$ cat config.mk
export PLATFORM = sky130hd
export DESIGN_NAME = uart_rx_latch
export DESIGN_NICKNAME = d
export VERILOG_FILES = /design/src/rtl/uart_pkg.sv /design/src/rtl/uart_rx_sync.sv /design/src/rtl/uart_rx_latch.sv
export SDC_FILE = /design/constraint.sdc
export NUM_CORES = 1
export LEC_CHECK = 0
export ABC_AREA = 1
export CAP_MARGIN = 20
export CORE_UTILIZATION = 30
export CTS_BUF_LIST = sky130_fd_sc_hd__clkbuf_16
export CTS_CLUSTER_SIZE = 25
export DETAILED_ROUTE_END_ITERATION = 16
export SETUP_SLACK_MARGIN = 0.4
export SLEW_MARGIN = 20
export SYNTH_ARGS = -nofsm -noshare
export SYNTH_HDL_FRONTEND = slang
export SYNTH_SLANG_ARGS = --single-unit
$ cat constraint.sdc
create_clock -name clk -period 1.7 [get_ports clk]
set_input_delay 0.34 -clock clk [delete_from_list [all_inputs] [get_ports clk]]
set_output_delay 0.34 -clock clk [all_outputs]
set_load 0.02 [all_outputs]
$ cat src/rtl/uart_pkg.sv
// Shared UART definitions: receiver state encoding and line constants.
// UART_RX_PARITY_EN adds the PARITY state between DATA and STOP.
package uart_pkg;

   localparam int DEFAULT_CLKS_PER_BIT = 5208;
   localparam int UART_DATA_BITS       = 8;

`ifdef UART_RX_PARITY_EN
   typedef enum logic [2:0] {IDLE, START, DATA, PARITY, STOP} rx_state_t;
`else
   typedef enum logic [1:0] {IDLE, START, DATA, STOP} rx_state_t;
`endif

endpackage

$ cat src/rtl/uart_rx_sync.sv
// Two-flop synchroniser for the asynchronous serial line plus a falling-edge pulse.
// All flops reset to the idle-high line level.
module uart_rx_sync (
   input  logic clk,
   input  logic reset,
   input  logic rxd,
   output logic rxd_sync,
   output logic fall
);

   logic sync1, sync2, prev;

   // NOTE: non-blocking assignments make every flop sample pre-edge values, so the chain shifts one stage per clock.
   always_ff @(posedge clk) begin
      if (reset) begin
         sync1 <= 1'b1;
         sync2 <= 1'b1;
         prev  <= 1'b1;
      end else begin
         sync1 <= rxd;
         sync2 <= sync1;
         prev  <= sync2;
      end
   end

   assign rxd_sync = sync2;
   assign fall     = prev & ~sync2;

endmodule

$ cat src/rtl/uart_rx_latch.sv
// UART receiver with a single-entry holding register and valid/ack handshake.
// Define UART_RX_PARITY_EN for an even-parity bit and the rx_parity_err output.
module uart_rx_latch
   import uart_pkg::*;
#(
   parameter int CLKS_PER_BIT = DEFAULT_CLKS_PER_BIT,
   parameter int DATA_BITS    = UART_DATA_BITS
) (
   input  logic                 clk,
   input  logic                 reset,
   input  logic                 uart_rxd,
   input  logic                 rx_ack,
   output logic [DATA_BITS-1:0] rx_data,
   output logic                 rx_valid,
   output logic                 rx_busy,
   output logic                 rx_frame_err,
   output logic                 rx_overrun
`ifdef UART_RX_PARITY_EN
   ,output logic                rx_parity_err
`endif
);

   localparam int            CW       = $clog2(CLKS_PER_BIT);
   localparam logic [CW-1:0] HALF_M1  = CW'(CLKS_PER_BIT / 2 - 1);
   localparam logic [CW-1:0] FULL_M1  = CW'(CLKS_PER_BIT - 1);
   localparam logic [2:0]    LAST_BIT = 3'(DATA_BITS - 1);

   rx_state_t            state, state_nxt;
   logic [CW-1:0]        cnt, cnt_nxt;
   logic [2:0]           idx, idx_nxt;
   logic [DATA_BITS-1:0] shift, shift_nxt;
   logic                 rxd_s, fall;
   logic                 stop_sample, frame_bad, good;

   uart_rx_sync u_sync (
      .clk      (clk),
      .reset    (reset),
      .rxd      (uart_rxd),
      .rxd_sync (rxd_s),
      .fall     (fall)
   );

`ifdef UART_RX_PARITY_EN
   logic par_bit, par_nxt, par_bad;
`endif

   // NOTE: every signal gets a default before the case, so no path leaves one unassigned and no latch is inferred.
   always_comb begin
      state_nxt   = state;
      cnt_nxt     = cnt;
      idx_nxt     = idx;
      shift_nxt   = shift;
      stop_sample = 1'b0;
`ifdef UART_RX_PARITY_EN
      par_nxt     = par_bit;
`endif
      case (state)
         IDLE: begin
            if (fall) begin
               state_nxt = START;
               cnt_nxt   = '0;
               idx_nxt   = '0;
            end
         end
         START: begin
            if (cnt == HALF_M1) begin
               cnt_nxt   = '0;
               state_nxt = rxd_s ? IDLE : DATA;
            end else begin
               cnt_nxt = cnt + 1'b1;
            end
         end
         DATA: begin
            if (cnt == FULL_M1) begin
               cnt_nxt   = '0;
               shift_nxt = {rxd_s, shift[DATA_BITS-1:1]};
               if (idx == LAST_BIT) begin
                  idx_nxt = '0;
`ifdef UART_RX_PARITY_EN
                  state_nxt = PARITY;
`else
                  state_nxt = STOP;
`endif
               end else begin
                  idx_nxt = idx + 1'b1;
               end
            end else begin
               cnt_nxt = cnt + 1'b1;
            end
         end
`ifdef UART_RX_PARITY_EN
         PARITY: begin
            if (cnt == FULL_M1) begin
               cnt_nxt   = '0;
               par_nxt   = rxd_s;
               state_nxt = STOP;
            end else begin
               cnt_nxt = cnt + 1'b1;
            end
         end
`endif
         STOP: begin
            // Leaving at mid-stop-bit gives half a bit of slack to catch the next start edge.
            if (cnt == FULL_M1) begin
               cnt_nxt     = '0;
               stop_sample = 1'b1;
               state_nxt   = IDLE;
            end else begin
               cnt_nxt = cnt + 1'b1;
            end
         end
         default: state_nxt = IDLE;
      endcase
   end

   assign frame_bad = stop_sample & ~rxd_s;
`ifdef UART_RX_PARITY_EN
   assign par_bad = stop_sample & rxd_s & (par_bit != ^shift);
   assign good    = stop_sample & rxd_s & ~par_bad;
`else
   assign good    = stop_sample & rxd_s;
`endif

   always_ff @(posedge clk) begin
      if (reset) begin
         state <= IDLE;
         cnt   <= '0;
         idx   <= '0;
         shift <= '0;
`ifdef UART_RX_PARITY_EN
         par_bit <= 1'b0;
`endif
      end else begin
         state <= state_nxt;
         cnt   <= cnt_nxt;
         idx   <= idx_nxt;
         shift <= shift_nxt;
`ifdef UART_RX_PARITY_EN
         par_bit <= par_nxt;
`endif
      end
   end

   // Holding register: an ack coinciding with a load frees the slot, so it is not an overrun.
   always_ff @(posedge clk) begin
      if (reset) begin
         rx_data      <= '0;
         rx_valid     <= 1'b0;
         rx_frame_err <= 1'b0;
         rx_overrun   <= 1'b0;
`ifdef UART_RX_PARITY_EN
         rx_parity_err <= 1'b0;
`endif
      end else begin
         rx_frame_err <= frame_bad;
         rx_overrun   <= good & rx_valid & ~rx_ack;
`ifdef UART_RX_PARITY_EN
         rx_parity_err <= par_bad;
`endif
         if (good && (!rx_valid || rx_ack)) begin
            rx_data  <= shift;
            rx_valid <= 1'b1;
         end else if (rx_ack) begin
            rx_valid <= 1'b0;
         end
      end
   end

   assign rx_busy = (state != IDLE);

endmodule

# After elaboration in Yosys (flattened, before gate mapping)

Cells that the tools add are included.
W data, S select, Z words.

Memory bits (read-only): 0
Bits of input ports: 4
Bits in latches: 0
Bits in registers: 40
Word-level logic and storage cells: 61
Output and inout port bits: 12
Memories kept: 0
RAM bits: 0

Reduce and logical (&&, ||, !) cells: 11
Equal/unequal tests: 11
Multiplexer cells: 19
$add $sub $neg: 2
Shifts and indexed selects: 0
Bitwise gates (word level): 7
$lt $le $gt $ge: 0
Multiply operators: 0
Div/mod/pow operators: 0

Operator list:

| kind                    | count |
|---|---|
| $mux W13                | 3 |
| $pmux W13 S3            | 1 |
| $add A13 B1 Y13 const B | 1 |
| $eq A13 B12 Y1 const B  | 1 |
| $eq A13 B13 Y1 const B  | 1 |
| $mux W2                 | 6 |
| $ne A2 B2 Y1 const B    | 5 |
| $mux W3                 | 3 |
| $pmux W2 S4             | 1 |
| $pmux W3 S2             | 1 |
| $reduce_bool A2 Y1      | 3 |
| $and A1 B1 Y1           | 5 |
| $reduce_and A5 Y1       | 1 |
| $eq A2 B2 Y1 const B    | 2 |
| $mux W1                 | 4 |
| $add A3 B1 Y3 const B   | 1 |
| $eq A3 B3 Y1 const B    | 1 |
| $reduce_and A3 Y1       | 1 |
| $eq A2 B1 Y1 const B    | 1 |
| $logic_not A2 Y1        | 1 |
| $not A1 Y1              | 2 |
| $reduce_and A2 Y1       | 1 |
| $reduce_or A2 Y1        | 1 |
| $logic_and A1 B1 Y1     | 1 |
| other kinds (2)         | 2 |

# Logic depth before layout (Yosys ltp)

Gate-level depths: netlist (run 1).

Depth in word-level cells: 6
Mapped depth: 11
Depth with buffers taken out: 10

# Modules after synthesis

From an unflattened synthesis (run 1), not the netlist that was laid out.

Cells, all modules: 259
Area, all modules: 1,873.0 um2

Modules (own cells, without submodules):

| module        | times used | sequential area each (um2) | cells an instance | area each (um2) |
|---|---|---|---|---|
| uart_rx_latch | 1          | 740.7                      | 247               | 1,779.2 |
| uart_rx_sync  | 1          | 60.1                       | 12                | 93.8 |

# Worst setup path before layout (run 1)

No wires, ideal clock.

Path kind: reg2reg
Start point: register cnt[0]
End point: register cnt[3]
Path buffers: 1
Cell stages (with the launch flop): 12
Arrival time: 1.388 ns
Period minus slack after synthesis: 1.498 ns
Data required time: 1.589 ns
Slack: 0.202 ns
Library setup time: 0.111 ns
Path through: dfxtp_1 ha_1 nand2_2 nor2_4 nand3_4 nand2_4 nand2_4 buf_6 nand2_2 nand2_1 nand3_1 inv_1

Word-level cells in the longest chain between the ends: 3
Elaborated cells between the ends (all ways): 6
Classes of those cells: add/sub: 1; eq/ne: 2; mux: 3

RTL lines:

| element                                 | RTL line                                                       | RTL |
|---|---|---|
| start, declared                         | uart_rx_latch.sv:29                                            | `logic [CW-1:0] cnt, cnt_nxt;` |
| start signal, assigned                  | uart_rx_latch.sv:135                                           | `cnt <= cnt_nxt;` |
| $add A13 B1 Y13 (tied with other cells) | uart_rx_latch.sv:70, uart_rx_latch.sv:88, uart_rx_latch.sv:109 |  |
| $mux W13 (on tied branches)             | uart_rx_latch.sv:74, uart_rx_latch.sv:104, uart_rx_latch.sv:66 |  |
| $pmux W13 S3 (*)                        | uart_rx_latch.sv:57                                            | `case (state)` |

Mark *: on every way between the ends. The rest lies on a longest branch, timed or not.
A chain may end at the register's enable or synchronous reset.

==> PnR_summary.wiki, run 1 <==
{| class="wikitable"
! Metric !! Value
|-
| Result of the run || finished, final reports clean
|-
| Largest stage delay on the critical path || 0.37 ns
|-
| Number of CTS-inserted buffers || 5
|-
| Top post-synthesis cells by count || sky130_fd_sc_hd__nand2_1 (66), sky130_fd_sc_hd__dfxtp_1 (40), sky130_fd_sc_hd__inv_1 (27)
|-
| Cell Count Post-Placement || 357
|-
| Critical path cell sequence || ha_4, nand2_4, nor2_4, nand3_4, nand2_8, buf_6, nand3_4, inv_1, nand3_1, nand2_1
|-
| DRC marker count from the first detailed-route iteration || 45
|-
| Sequential area share after synthesis || 0.413
|-
| Worst Max-Slew Pin Slew || 0.332 ns
|-
| DRC || 0
|-
| Cell seen most often among critical-path stages || sky130_fd_sc_hd__nand3_4
|-
| Number of max-slew violations in the final report || 0
|-
| Total Routing Usage GR || 0.141
|-
| Count of filler cells inserted in the layout || 604
|-
| Vias per inst || 4.70
|-
| Post-DR wirelength/cell || 11.8 um
|-
| Area inside the core boundary || 0.00606 mm2
|-
| Critical path class || reg2reg
|-
| Die W || 82.4 um
|-
| Number of global-route vias before repair || 1575
|-
| Total vias in the final route || 1799
|-
| Total Routed Length || 4.54 mm
|-
| CTS tree || done
|-
| Leakage Power || 1.08 nW
|-
| Total number of placement rows || 28
|-
| Maximum fanout encountered on the critical timing path || 6
|-
| Normalized max-slew margin || 0.778
|-
| Initial antenna violation count || 0
|-
| Setup slack after layout || 0.217 ns
|-
| Total Die Area || 0.00678 mm2
|-
| Critical Path End Type || flop
|-
| Largest net degree at the start of global routing || 19
|-
| Deepest clock path buffer count || 2
|-
| Global placement routability congestion || 0.805
|-
| Max Freq || 0.675 GHz
|-
| Port Buffer Count || 15
|-
| Final core utilization || 0.455
|-
| Gate count of the mapped netlist || 268
|-
| Pre-CTS WS || 0.0393 ns
|-
| Number of standard cells in the final layout excluding fillers || 383
|-
| Post-CTS clock slew at the launch and capture registers of the worst setup and hold paths || 0.06 ns
|-
| First-pass GRT wire length || 7.27 mm
|-
| H-tree lvl count || 2
|-
| Prevailing post-synth register cell || sky130_fd_sc_hd__dfxtp_1
|-
| Post-Syn Area || 0.00194 mm2
|-
| Yosys warns || 0
|-
| Worst IR Drop VDD || 0.596 mV
|-
| Number of diodes added for antenna fixing || 0
|-
| Setup clock skew after layout || 0.00388 ns
|-
| Type of the most critical hold path || reg2reg
|-
| Post-route fraction of the period consumed by the critical path || 0.872
|-
| Final-report hold violation count || 0
|-
| Initial cell density of the core || 0.320
|-
| Aggregate global routing overflow || 0
|-
| Proportion of synthesized flip-flops having asynchronous set or reset || 0
|-
| Fraction of layout instances using a drive strength above 1 || 0.344
|-
| Hold buffers post-CTS || 0
|-
| Post-synthesis register bit count || 40
|-
| Minimum clock period after layout || 1.48 ns
|-
| Final setup violation count || 0
|-
| Number of top-level design ports || 16
|-
| Post-DP HPWL || 3.00 mm
|-
| Chip Height || 82.4 um
|-
| Category of the worst setup path launch point || flop
|-
| Pwr per Cell Area || 863 mW/mm2
|-
| Dominant cell type by area after synthesis || sky130_fd_sc_hd__dfxtp_1
|-
| Slowest cell on crit path || sky130_fd_sc_hd__dfxtp_4
|-
| Most frequent cell after synthesis || sky130_fd_sc_hd__nand2_1
|-
| Arr. time, crit path || 1.71 ns
|-
| DR pass1 iterations || 4
|-
| Mean Syn Cell Area || 7.23 um2
|-
| Number of maximum-capacitance violations || 0
|-
| Distinct cell type count after synthesis || 27
|-
| Data required time at the worst endpoint || 1.93 ns
|-
| Dominant cells by area after synthesis || sky130_fd_sc_hd__dfxtp_1 (41%), sky130_fd_sc_hd__nand2_1 (13%), sky130_fd_sc_hd__a21oi_1 (6.5%)
|-
| Sinks on Clock Net || 40
|-
| Root buf cell || sky130_fd_sc_hd__clkbuf_16
|-
| Setup repair after global routing missed its margin || true
|-
| Net count after synthesis || 275
|-
| Number of nets in the layout || 314
|-
| Synth top area share || 0.413
|-
| Number of enable-type register cells in the synthesized netlist || 0
|-
| Flop-to-flop setup slack || 0.22 ns
|-
| Clock Latency Late Sink || 0.28 ns
|-
| Antenna Nets Post-Route || 0
|-
| Setup Total Neg Slack || 0 ns
|-
| Area added between synthesis and finish || 42.5%
|}
critical path: cells and delay by family (launching register included):
kind	cells	cell delay [ns]
simple gates	7	0.72
flops	1	0.37
buf+inv	2	0.18
fa+ha+maj	1	0.15
power by group:
part,leakage (nW),switching [mW],total [mW],internal (mW)
clock network,0.0804,0.388,1.09,0.697
registers,0.325,0.0120,0.966,0.954
logic,0.673,0.205,0.330,0.125
total,1.08,0.606,2.38,1.78
final timing paths:
kind | startpoint | end | depth (start not counted)
worst min register to register | u_sync.sync1$_SDFF_PP1_ | u_sync.rxd_sync$_SDFF_PP1_ | 1
worst max register to register | cnt[0]$_SDFFE_PP0P_ | flop | 10
worst max-delay path | cnt[0]$_SDFFE_PP0P_ | flop | 10
worst min-delay path | u_sync.sync1$_SDFF_PP1_ | u_sync.rxd_sync$_SDFF_PP1_ | 1
logic make-up (layout without fill, tap and decap cells):
logic type                 Yosys count  after routing  share of synthesized area
AOI/OAI and AO/OA                   46             46                      0.123
and+or+nand+nor                    138            140                      0.360
buffers and inverters               41             79                     0.0840
adders and majority gates            3              3                     0.0194
DFF                                 40             40                      0.413
through the flow:
step                      area, um2  hold slack [ns]  power (mW)
after floorplan                1960            0.389        1.15
after global placement         2230            0.401        1.21
after detailed placement       2230            0.417        1.22
after CTS                      2550            0.432        2.34
after global routing           2760            0.445        2.47
final                          2760            0.434        2.38
state kept, by name (all words and copies together), names as in the netlist, named ones only:
| name | cells |
|---|---|
| u_sync.rxd_sync | 1 |
| idx | 3 |
| shift | 8 |
| rx_overrun | 1 |
| u_sync.sync1 | 1 |
| rx_valid | 1 |
| cnt | 13 |
| state | 1 |
| u_sync.prev | 1 |
| rx_data | 8 |
| rx_frame_err | 1 |
area by class of cell:
type | count | area (um2) | share of cell area
multi-input combinational | 189 | 1200 | 0.435
sequential | 40 | 811 | 0.294
timing repair buffer | 37 | 345 | 0.125
inverter | 34 | 138 | 0.0499
clock buffer | 5 | 125 | 0.0453
tap | 75 | 93.8 | 0.0340
clock inverter | 3 | 46.3 | 0.0168
layout by cell type, fill, tap and decap left out, types with 9 or more instances in the layout:
cell                      count
sky130_fd_sc_hd__inv_1       22
sky130_fd_sc_hd__dfxtp_1     36
sky130_fd_sc_hd__nor2_1      15
sky130_fd_sc_hd__buf_4       17
sky130_fd_sc_hd__nand2_2     11
sky130_fd_sc_hd__nand3_1     10
sky130_fd_sc_hd__a21oi_1     19
sky130_fd_sc_hd__nand2_1     57
sky130_fd_sc_hd__o21ai_0      9
sky130_fd_sc_hd__nand4_1     11
per-layer routing:
layer / wire length, um / vias to the layer above / global-route usage
met5: 0 / - / 0
met4: 33 / 0 / 0.0421
met3: 83 / 2 / 0.0264
met2: 2180 / 14 / 0.226
met1: 2240 / 824 / 0.192
li1: - / 959 / -
what timing repair did:
item | CTS | global route
buffers inserted | 8 | 8
pin swaps | 9 | 15
setup endpoints to repair | 45 | 48
resized for setup | 31 | 62
cloned | 2 | 0
Power figures use the tool's default switching activity.
==> inputs of run 2 (changes only) <==
--- a/config.mk
+++ b/config.mk
@@ -7,6 +7,7 @@
 export LEC_CHECK = 0
 export ABC_AREA = 1
 export CAP_MARGIN = 20
+export CORE_ASPECT_RATIO = 1.4
 export CORE_UTILIZATION = 30
 export CTS_BUF_LIST = sky130_fd_sc_hd__clkbuf_16
 export CTS_CLUSTER_SIZE = 25
==> constraint.sdc (replaced) <==
create_clock -name clk -period 1.85 [get_ports clk]
set_input_delay 0.37 -clock clk [delete_from_list [all_inputs] [get_ports clk]]
set_output_delay 0.37 -clock clk [all_outputs]
set_load 0.02 [all_outputs]
==> run 2 against run 1 <==
Against the previous run: die area barely moved; fmax rose by 0.52%; largest power group unchanged; largest cell class unchanged; routed wire length rose by 2.1%; clock skew fell by 0.00083 ns.
==> PnR_summary.wiki, run 2 (synthesized netlist as in run 1, its figures left out) <==
{| class="wikitable"
! Metric !! Value
|-
| Setup repair after global routing missed its margin || true (unchanged)
|-
| Total vias in the final route || 1814 (was 1799)
|-
| CTS tree || done (unchanged)
|-
| Design Power || 2.28 mW (was 2.38 mW)
|-
| Fraction of layout instances using a drive strength above 1 || 0.296 (was 0.344)
|-
| Initial antenna violation count || 0 (unchanged)
|-
| Internal power consumption || 1.75 mW (was 1.78 mW)
|-
| Critical Path End Type || flop (unchanged)
|-
| Number of top-level design ports || 16 (unchanged)
|-
| DRC marker count from the first detailed-route iteration || 70 (was 45)
|-
| Area inside the core boundary || 0.00621 mm2 (was 0.00606 mm2)
|-
| Fraction of power consumed by the clock network || 0.483 (was 0.456)
|-
| Type of the most critical hold path || reg2reg (unchanged)
|-
| Sinks on Clock Net || 40 (unchanged)
|-
| Max Freq || 0.678 GHz (was 0.675 GHz)
|-
| Hold buffers post-CTS || 0 (unchanged)
|-
| Cell seen most often among critical-path stages || sky130_fd_sc_hd__nand3_4 (unchanged)
|-
| Worst IR Drop VDD || 0.499 mV (was 0.596 mV)
|-
| Root buf cell || sky130_fd_sc_hd__clkbuf_16 (unchanged)
|-
| Post-DR wirelength/cell || 12.3 um (was 11.8 um)
|-
| Die W || 69.9 um (was 82.4 um)
|-
| Chip Height || 97.1 um (was 82.4 um)
|-
| Count of filler cells inserted in the layout || 631 (was 604)
|-
| Total Routing Usage GR || 0.141 (about the same)
|-
| Post-DP HPWL || 2.98 mm (was 3.00 mm)
|-
| Net Sw Power || 535 uW (was 606 uW)
|-
| Largest stage delay on the critical path || 0.37 ns (about the same)
|-
| Sequential share of power || 0.388 (was 0.405)
|-
| Global placement routability congestion || 0.797 (was 0.805)
|-
| Number of maximum-capacitance violations || 0 (unchanged)
|-
| Number of diodes added for antenna fixing || 0 (unchanged)
|-
| Aggregate global routing overflow || 0 (unchanged)
|-
| Number of max-slew violations in the final report || 0 (unchanged)
|-
| Final setup violation count || 0 (unchanged)
|-
| Max FFs per register || 13 (unchanged)
|-
| Number of CTS-inserted buffers || 5 (unchanged)
|-
| H-tree lvl count || 2 (unchanged)
|-
| Final-report hold violation count || 0 (unchanged)
|-
| Port Buffer Count || 15 (unchanged)
|-
| Total Die Area || 0.00679 mm2 (was 0.00678 mm2)
|-
| Pwr per Cell Area || 856 mW/mm2 (was 863 mW/mm2)
|-
| Antenna Nets Post-Route || 0 (unchanged)
|-
| Area added between synthesis and finish || 37.5% (was 42.5%)
|-
| Result of the run || finished, final reports clean (unchanged)
|-
| Number of nets in the layout || 311 (was 314)
|-
| Largest net degree at the start of global routing || 18 (was 19)
|-
| Total Routed Length || 4.63 mm (was 4.54 mm)
|-
| Clock Latency Late Sink || 0.28 ns (about the same)
|-
| Worst Max-Slew Pin Slew || 0.468 ns (was 0.332 ns)
|-
| Maximum fanout encountered on the critical timing path || 8 (was 6)
|-
| Arr. time, crit path || 1.64 ns (was 1.71 ns)
|-
| Most common library cell in the layout ignoring fill and taps || sky130_fd_sc_hd__nand2_1 (unchanged)
|-
| Total number of placement rows || 34 (was 28)
|-
| Number of global-route vias before repair || 1704 (was 1575)
|-
| Leading registers by flop count || cnt x13, rx_data x8, shift x8 (unchanged)
|-
| DRC || 0 (unchanged)
|-
| First-pass GRT wire length || 7.63 mm (was 7.27 mm)
|-
| Post-route fraction of the period consumed by the critical path || 0.797 (was 0.872)
|-
| Critical path cell sequence || ha_4, nand2_4, nor2_4, nand3_4, nor2_8, nand3_4, nand2_1, a21oi_1 (was ha_4, nand2_4, nor2_4, nand3_4, nand2_8, buf_6, nand3_4, inv_1, nand3_1, nand2_1)
|-
| Commonest cells after routing, fill and taps aside || sky130_fd_sc_hd__nand2_1 (52), sky130_fd_sc_hd__dfxtp_1 (37), sky130_fd_sc_hd__inv_1 (26), sky130_fd_sc_hd__a21oi_1 (21), sky130_fd_sc_hd__nor2_1 (19) (was sky130_fd_sc_hd__nand2_1 (57), sky130_fd_sc_hd__dfxtp_1 (36), sky130_fd_sc_hd__inv_1 (22), sky130_fd_sc_hd__a21oi_1 (19), sky130_fd_sc_hd__buf_4 (17))
|-
| Final core utilization || 0.429 (was 0.455)
|-
| Switching part of the total || 0.234 (was 0.254)
|-
| Normalized max-slew margin || 0.688 (was 0.778)
|-
| Data required time at the worst endpoint || 2.02 ns (was 1.93 ns)
|-
| Leakage Power || 1.10 nW (was 1.08 nW)
|-
| Setup clock skew after layout || 0.00306 ns (was 0.00388 ns)
|-
| Slowest cell on crit path || sky130_fd_sc_hd__dfxtp_4 (unchanged)
|-
| Most flops, register || cnt (unchanged)
|-
| Minimum clock period after layout || 1.47 ns (was 1.48 ns)
|-
| Deepest clock path buffer count || 2 (unchanged)
|-
| DR pass1 iterations || 4 (unchanged)
|-
| Post-CTS clock slew at the launch and capture registers of the worst setup and hold paths || 0.06 ns (about the same)
|-
| Setup Total Neg Slack || 0 ns (unchanged)
|-
| Share of power burned in combinational logic || 0.129 (was 0.139)
|-
| Vias per inst || 4.82 (was 4.70)
|-
| Initial cell density of the core || 0.312 (was 0.320)
|-
| Critical path class || reg2reg (unchanged)
|-
| Category of the worst setup path launch point || flop (unchanged)
|}
run 2: changes by cell type in the layout (fill, tap and decap cells not counted), sizes merged:
cell	delta
clkinvlp	-2
dlygate4sd2	+10
inv	+1
bufinv	+1
clkbuf	-2
clkdlybuf4s15	-7
buf	-4
clkinv	-1
run 2: power by group through the flow:
stage	Sequential, mW	Combinational (mW)	Clock [mW]
3_5_place_dp	0.904	0.206	0
2_1_floorplan	0.908	0.140	0
5_1_grt	0.886	0.320	1.17
6_report	0.885	0.293	1.10
3_3_place_gp	0.903	0.205	0
4_1_cts	0.886	0.252	1.12
run 2: what timing repair did:
item / CTS / global route
resized for setup: 31 / 38
setup buffers: 3 / 10
pin swaps: 9 / 22
setup endpoints to repair: 42 / 33
gates cloned: 2 / 0
run 2: worst max-delay path: cells and delay by family, from the launching register on:
family	cells	cell delay [ns]
AOI/OAI and AO/OA	1	0.06
adders and majority gates	1	0.16
DFF	1	0.37
and+or+nand+nor	6	0.77
run 2: metrics by stage:
step	instances	area [um2]	worst slack, ns	hold slack, ns
after detailed placement	354	2190	0.195	0.400
after global placement	354	2190	0.217	0.399
final	376	2660	0.375	0.412
after global routing	376	2660	0.252	0.422
after floorplan	268	1940	0.405	0.389
after CTS	366	2480	0.298	0.416
run 2: cell type report:
| type | count | area, um2 | share of cell area |
|---|---|---|---|
| Clock buffer | 5 | 125 | 0.0470 |
| Clock inverter | 2 | 60.1 | 0.0225 |
| Inverter | 34 | 134 | 0.0503 |
| Multi-Input combinational cell | 189 | 1170 | 0.438 |
| Sequential cell | 40 | 810 | 0.304 |
| Tap cell | 72 | 90.1 | 0.0338 |
| Timing Repair Buffer | 34 | 278 | 0.104 |
run 2: worst paths after layout:
kind,cells past startpoint,start,slack [ns],endpoint
max,8,cnt[1]$_SDFFE_PP0P_,0.38,rx_data[0]$_SDFFE_PP0P_
min,1,u_sync.sync1$_SDFF_PP1_,0.41,u_sync.rxd_sync$_SDFF_PP1_
max reg2reg,8,cnt[1]$_SDFFE_PP0P_,0.38,rx_data[0]$_SDFFE_PP0P_
min reg2reg,1,u_sync.sync1$_SDFF_PP1_,0.41,u_sync.rxd_sync$_SDFF_PP1_
run 2: per-layer routing:
metal	track usage	routed length (um)
met1	0.154	1940
met2	0.259	2500
met3	0.0353	157
met4	0.0492	33
met5	0	0
==> inputs of run 3 (changes only) <==
==> constraint.sdc (replaced) <==
create_clock -name clk -period 1.3 [get_ports clk]
set_input_delay 0.26 -clock clk [delete_from_list [all_inputs] [get_ports clk]]
set_output_delay 0.26 -clock clk [all_outputs]
set_load 0.02 [all_outputs]
==> run 3 against run 2 <==
Against the previous run: the run now ends with setup timing left; global-route usage grew 0.95 points; die area is the same; utilization is 2.7 points higher; routed wire length increased by 2.9%; flip-flop and latch count did not move; power up 33%; first-iteration DRC count is 14% higher; clock-buffer cell count stayed put; combinational power is 38% higher; final cell count grew 8.0%; clock skew shrank 0.00051 ns; critical path depth unchanged; largest power group unchanged; highest routed layer unchanged.
==> PnR_summary.wiki, run 3 (synthesized netlist as in run 1, its figures left out) <==
{| class="wikitable"
! Metric !! Value
|-
| Result of the run || finished with violations (was finished, final reports clean)
|-
| Violated checks || setup timing
|-
| Clock Latency Late Sink || 0.28 ns (about the same)
|-
| Data required time at the worst endpoint || 1.51 ns (was 2.02 ns)
|-
| Total non-filler cell area in the finished layout || 0.00283 mm2 (was 0.00266 mm2)
|-
| Die W || 69.9 um (unchanged)
|-
| Post-DR wirelength/cell || 11.7 um (was 12.3 um)
|-
| Pre-CTS WS || -0.150 ns (was 0.195 ns)
|-
| Setup clock skew after layout || 0.00255 ns (was 0.00306 ns)
|-
| Type of the most critical hold path || reg2reg (unchanged)
|-
| Slowest cell on crit path || sky130_fd_sc_hd__dfxtp_2 (was sky130_fd_sc_hd__dfxtp_4)
|-
| Setup repair after global routing missed its margin || true (unchanged)
|-
| Number of max-slew violations in the final report || 0 (unchanged)
|-
| Category of the worst setup path launch point || flop (unchanged)
|-
| Pwr per Cell Area || 1070 mW/mm2 (was 856 mW/mm2)
|-
| First-pass GRT wire length || 8.20 mm (was 7.63 mm)
|-
| Global placement routability congestion || 0.822 (was 0.797)
|-
| Chip Height || 97.1 um (unchanged)
|-
| Most flops, register || cnt (unchanged)
|-
| Critical path cell sequence || ha_4, nand2_4, nor2_4, buf_4, nand4_4, inv_4, o21ai_0, a21oi_1 (was ha_4, nand2_4, nor2_4, nand3_4, nor2_8, nand3_4, nand2_1, a21oi_1)
|-
| Leakage Power || 1.23 nW (was 1.10 nW)
|-
| Deepest clock path buffer count || 2 (unchanged)
|-
| DRC marker count from the first detailed-route iteration || 80 (was 70)
|-
| Total Routing Usage GR || 0.150 (was 0.141)
|-
| Most common library cell in the layout ignoring fill and taps || sky130_fd_sc_hd__nand2_1 (unchanged)
|-
| Sinks on Clock Net || 40 (unchanged)
|-
| DR pass1 iterations || 4 (unchanged)
|-
| Antenna Nets Post-Route || 0 (unchanged)
|-
| Number of diodes added for antenna fixing || 0 (unchanged)
|-
| Worst Max-Slew Pin Slew || 0.444 ns (was 0.468 ns)
|-
| Leading registers by flop count || cnt x13, rx_data x8, shift x8 (unchanged)
|-
| Number of nets in the layout || 340 (was 311)
|-
| Arr. time, crit path || 1.61 ns (was 1.64 ns)
|-
| Vias per inst || 4.74 (was 4.82)
|-
| RR Endpoint || shift[5]$_SDFFE_PP0P_ (was rx_data[0]$_SDFFE_PP0P_)
|-
| Total Routed Length || 4.77 mm (was 4.63 mm)
|-
| Aggregate global routing overflow || 0 (unchanged)
|-
| Total Die Area || 0.00679 mm2 (unchanged)
|-
| Launch instance of the worst register-to-register path || cnt[1]$_SDFFE_PP0P_ (unchanged)
|-
| Post-route fraction of the period consumed by the critical path || 1.08 (was 0.797)
|-
| Largest net degree at the start of global routing || 15 (was 18)
|-
| Number of global-route vias before repair || 1823 (was 1704)
|-
| Hold Path Origin || u_sync.sync1$_SDFF_PP1_ (unchanged)
|-
| DRC || 0 (unchanged)
|-
| Setup Total Neg Slack || -2.04 ns (was 0 ns)
|-
| Root buf cell || sky130_fd_sc_hd__clkbuf_16 (unchanged)
|-
| Area inside the core boundary || 0.00621 mm2 (unchanged)
|-
| Area added between synthesis and finish || 46.2% (was 37.5%)
|-
| Worst Hold Path EP || u_sync.rxd_sync$_SDFF_PP1_ (unchanged)
|-
| Maximum fanout encountered on the critical timing path || 5 (was 8)
|-
| Commonest cells after routing, fill and taps aside || sky130_fd_sc_hd__nand2_1 (61), sky130_fd_sc_hd__buf_4 (46), sky130_fd_sc_hd__inv_1 (26), sky130_fd_sc_hd__dfxtp_1 (24), sky130_fd_sc_hd__a21oi_1 (22) (was sky130_fd_sc_hd__nand2_1 (52), sky130_fd_sc_hd__dfxtp_1 (37), sky130_fd_sc_hd__inv_1 (26), sky130_fd_sc_hd__a21oi_1 (21), sky130_fd_sc_hd__nor2_1 (19))
|-
| Number of maximum-capacitance violations || 0 (unchanged)
|-
| Cells on worst reg2reg path || 8 (unchanged)
|-
| Setup slack after layout || -0.106 ns (was 0.375 ns)
|-
| Total placed instance area || 0.00247 mm2 (was 0.00219 mm2)
|-
| Max FFs per register || 13 (unchanged)
|-
| Final setup violation count || 34 (was 0)
|-
| Max Freq || 0.711 GHz (was 0.678 GHz)
|-
| Final-report hold violation count || 0 (unchanged)
|-
| Number of CTS-inserted buffers || 5 (unchanged)
|-
| Critical path class || reg2reg (unchanged)
|-
| Fraction of layout instances using a drive strength above 1 || 0.392 (was 0.296)
|-
| Critical Path End Type || flop (unchanged)
|-
| Initial cell density of the core || 0.312 (unchanged)
|-
| Worst IR Drop VDD || 0.771 mV (was 0.499 mV)
|-
| Post-DP HPWL || 3.37 mm (was 2.98 mm)
|-
| Total number of placement rows || 34 (unchanged)
|-
| H-tree lvl count || 2 (unchanged)
|-
| Count of filler cells inserted in the layout || 628 (was 631)
|-
| Minimum clock period after layout || 1.41 ns (was 1.47 ns)
|-
| Normalized max-slew margin || 0.704 (was 0.688)
|-
| Cell count of the worst hold path || 1 (unchanged)
|-
| Flop-to-flop setup slack || -0.11 ns (was 0.38 ns)
|-
| Port Buffer Count || 15 (unchanged)
|-
| CTS tree || done (unchanged)
|-
| Number of top-level design ports || 16 (unchanged)
|-
| Total vias in the final route || 1925 (was 1814)
|-
| Post-CTS clock slew at the launch and capture registers of the worst setup and hold paths || 0.06 ns (about the same)
|-
| Initial antenna violation count || 0 (unchanged)
|-
| Design Power || 3.02 mW (was 2.28 mW)
|-
| Largest stage delay on the critical path || 0.35 ns (was 0.37 ns)
|}
==> run 3: changes by cell type in the layout (fill, tap and decap cells not counted), sizes merged <==
cell,before,now
dlygate4sd2,11,1
inv,33,34
buf,19,60
bufinv,2,1
clkbuf,6,5
clkdlybuf4s50,3,2
nor2,29,28
nand4,12,13
clkinv,0,2
nand2,74,73
==> run 3: repair_timing <==
action / CTS / global route
endpoints found under the setup margin: 52 / 49
hold buffers: 0 / 0
cloned: 3 / 0
setup buffers: 5 / 3
pin swaps: 4 / 3
resized for setup: 100 / 13
==> run 3: through the flow <==
step,utilization,instances,hold slack [ns]
floorplan,-,268,0.364
detailed placement,0.397,387,0.395
finish,0.456,406,0.407
CTS,0.447,403,0.408
global placement,0.397,387,0.395
global route,0.456,406,0.439
==> run 3: critical path, delay by kind of cell (launching register included) <==
family,cells,cell delay (ns)
AND/OR/NAND/NOR,3,0.32
flip-flops,1,0.35
buffers and inverters,2,0.28
AO/OA/AOI/OAI,2,0.22
adder cells (fa/ha/maj),1,0.16
==> run 3: area by class of cell <==
class	instances	area [um2]	share of cell area
clock inverters	3	38.8	0.0137
repair buffers	63	526	0.186
flip-flops and latches	40	821	0.290
well taps	72	90.1	0.0318
inverters	34	130	0.0460
multi-input cells	188	1090	0.386
clock buffers	5	125	0.0442
repair inverters	1	7.51	0.00265
==> run 3: how the worst max path moves through the flow <==
stage	start	endpoint	slack, ns	depth (start not counted)
after floorplan	cnt[1]$_SDFFE_PP0P_	cnt[3]$_SDFFE_PP0P_	-0.07	11
after global placement	rx_ack	rx_data[0]$_SDFFE_PP0P_	-0.14	7
after detailed placement	reset	shift[5]$_SDFFE_PP0P_	-0.15	4
after CTS	cnt[1]$_SDFFE_PP0P_	rx_data[0]$_SDFFE_PP0P_	-0.13	8
after global routing	cnt[1]$_SDFFE_PP0P_	rx_data[7]$_SDFFE_PP0P_	-0.21	8
final	cnt[1]$_SDFFE_PP0P_	shift[5]$_SDFFE_PP0P_	-0.11	8
==> run 3: routing by layer <==
metal,wire (um),track usage,vias up
li1,-,-,1006
met1,2000,0.164,892
met2,2590,0.276,22
met3,108,0.0363,5
met4,59,0.0554,0
met5,0,0,-
==> run 3: power breakdown <==
group / switching [mW] / internal (mW) / total [mW]
registers: 0.0122 / 1.25 / 1.26
logic: 0.238 / 0.166 / 0.404
clock network: 0.467 / 0.894 / 1.36
total: 0.717 / 2.31 / 3.02
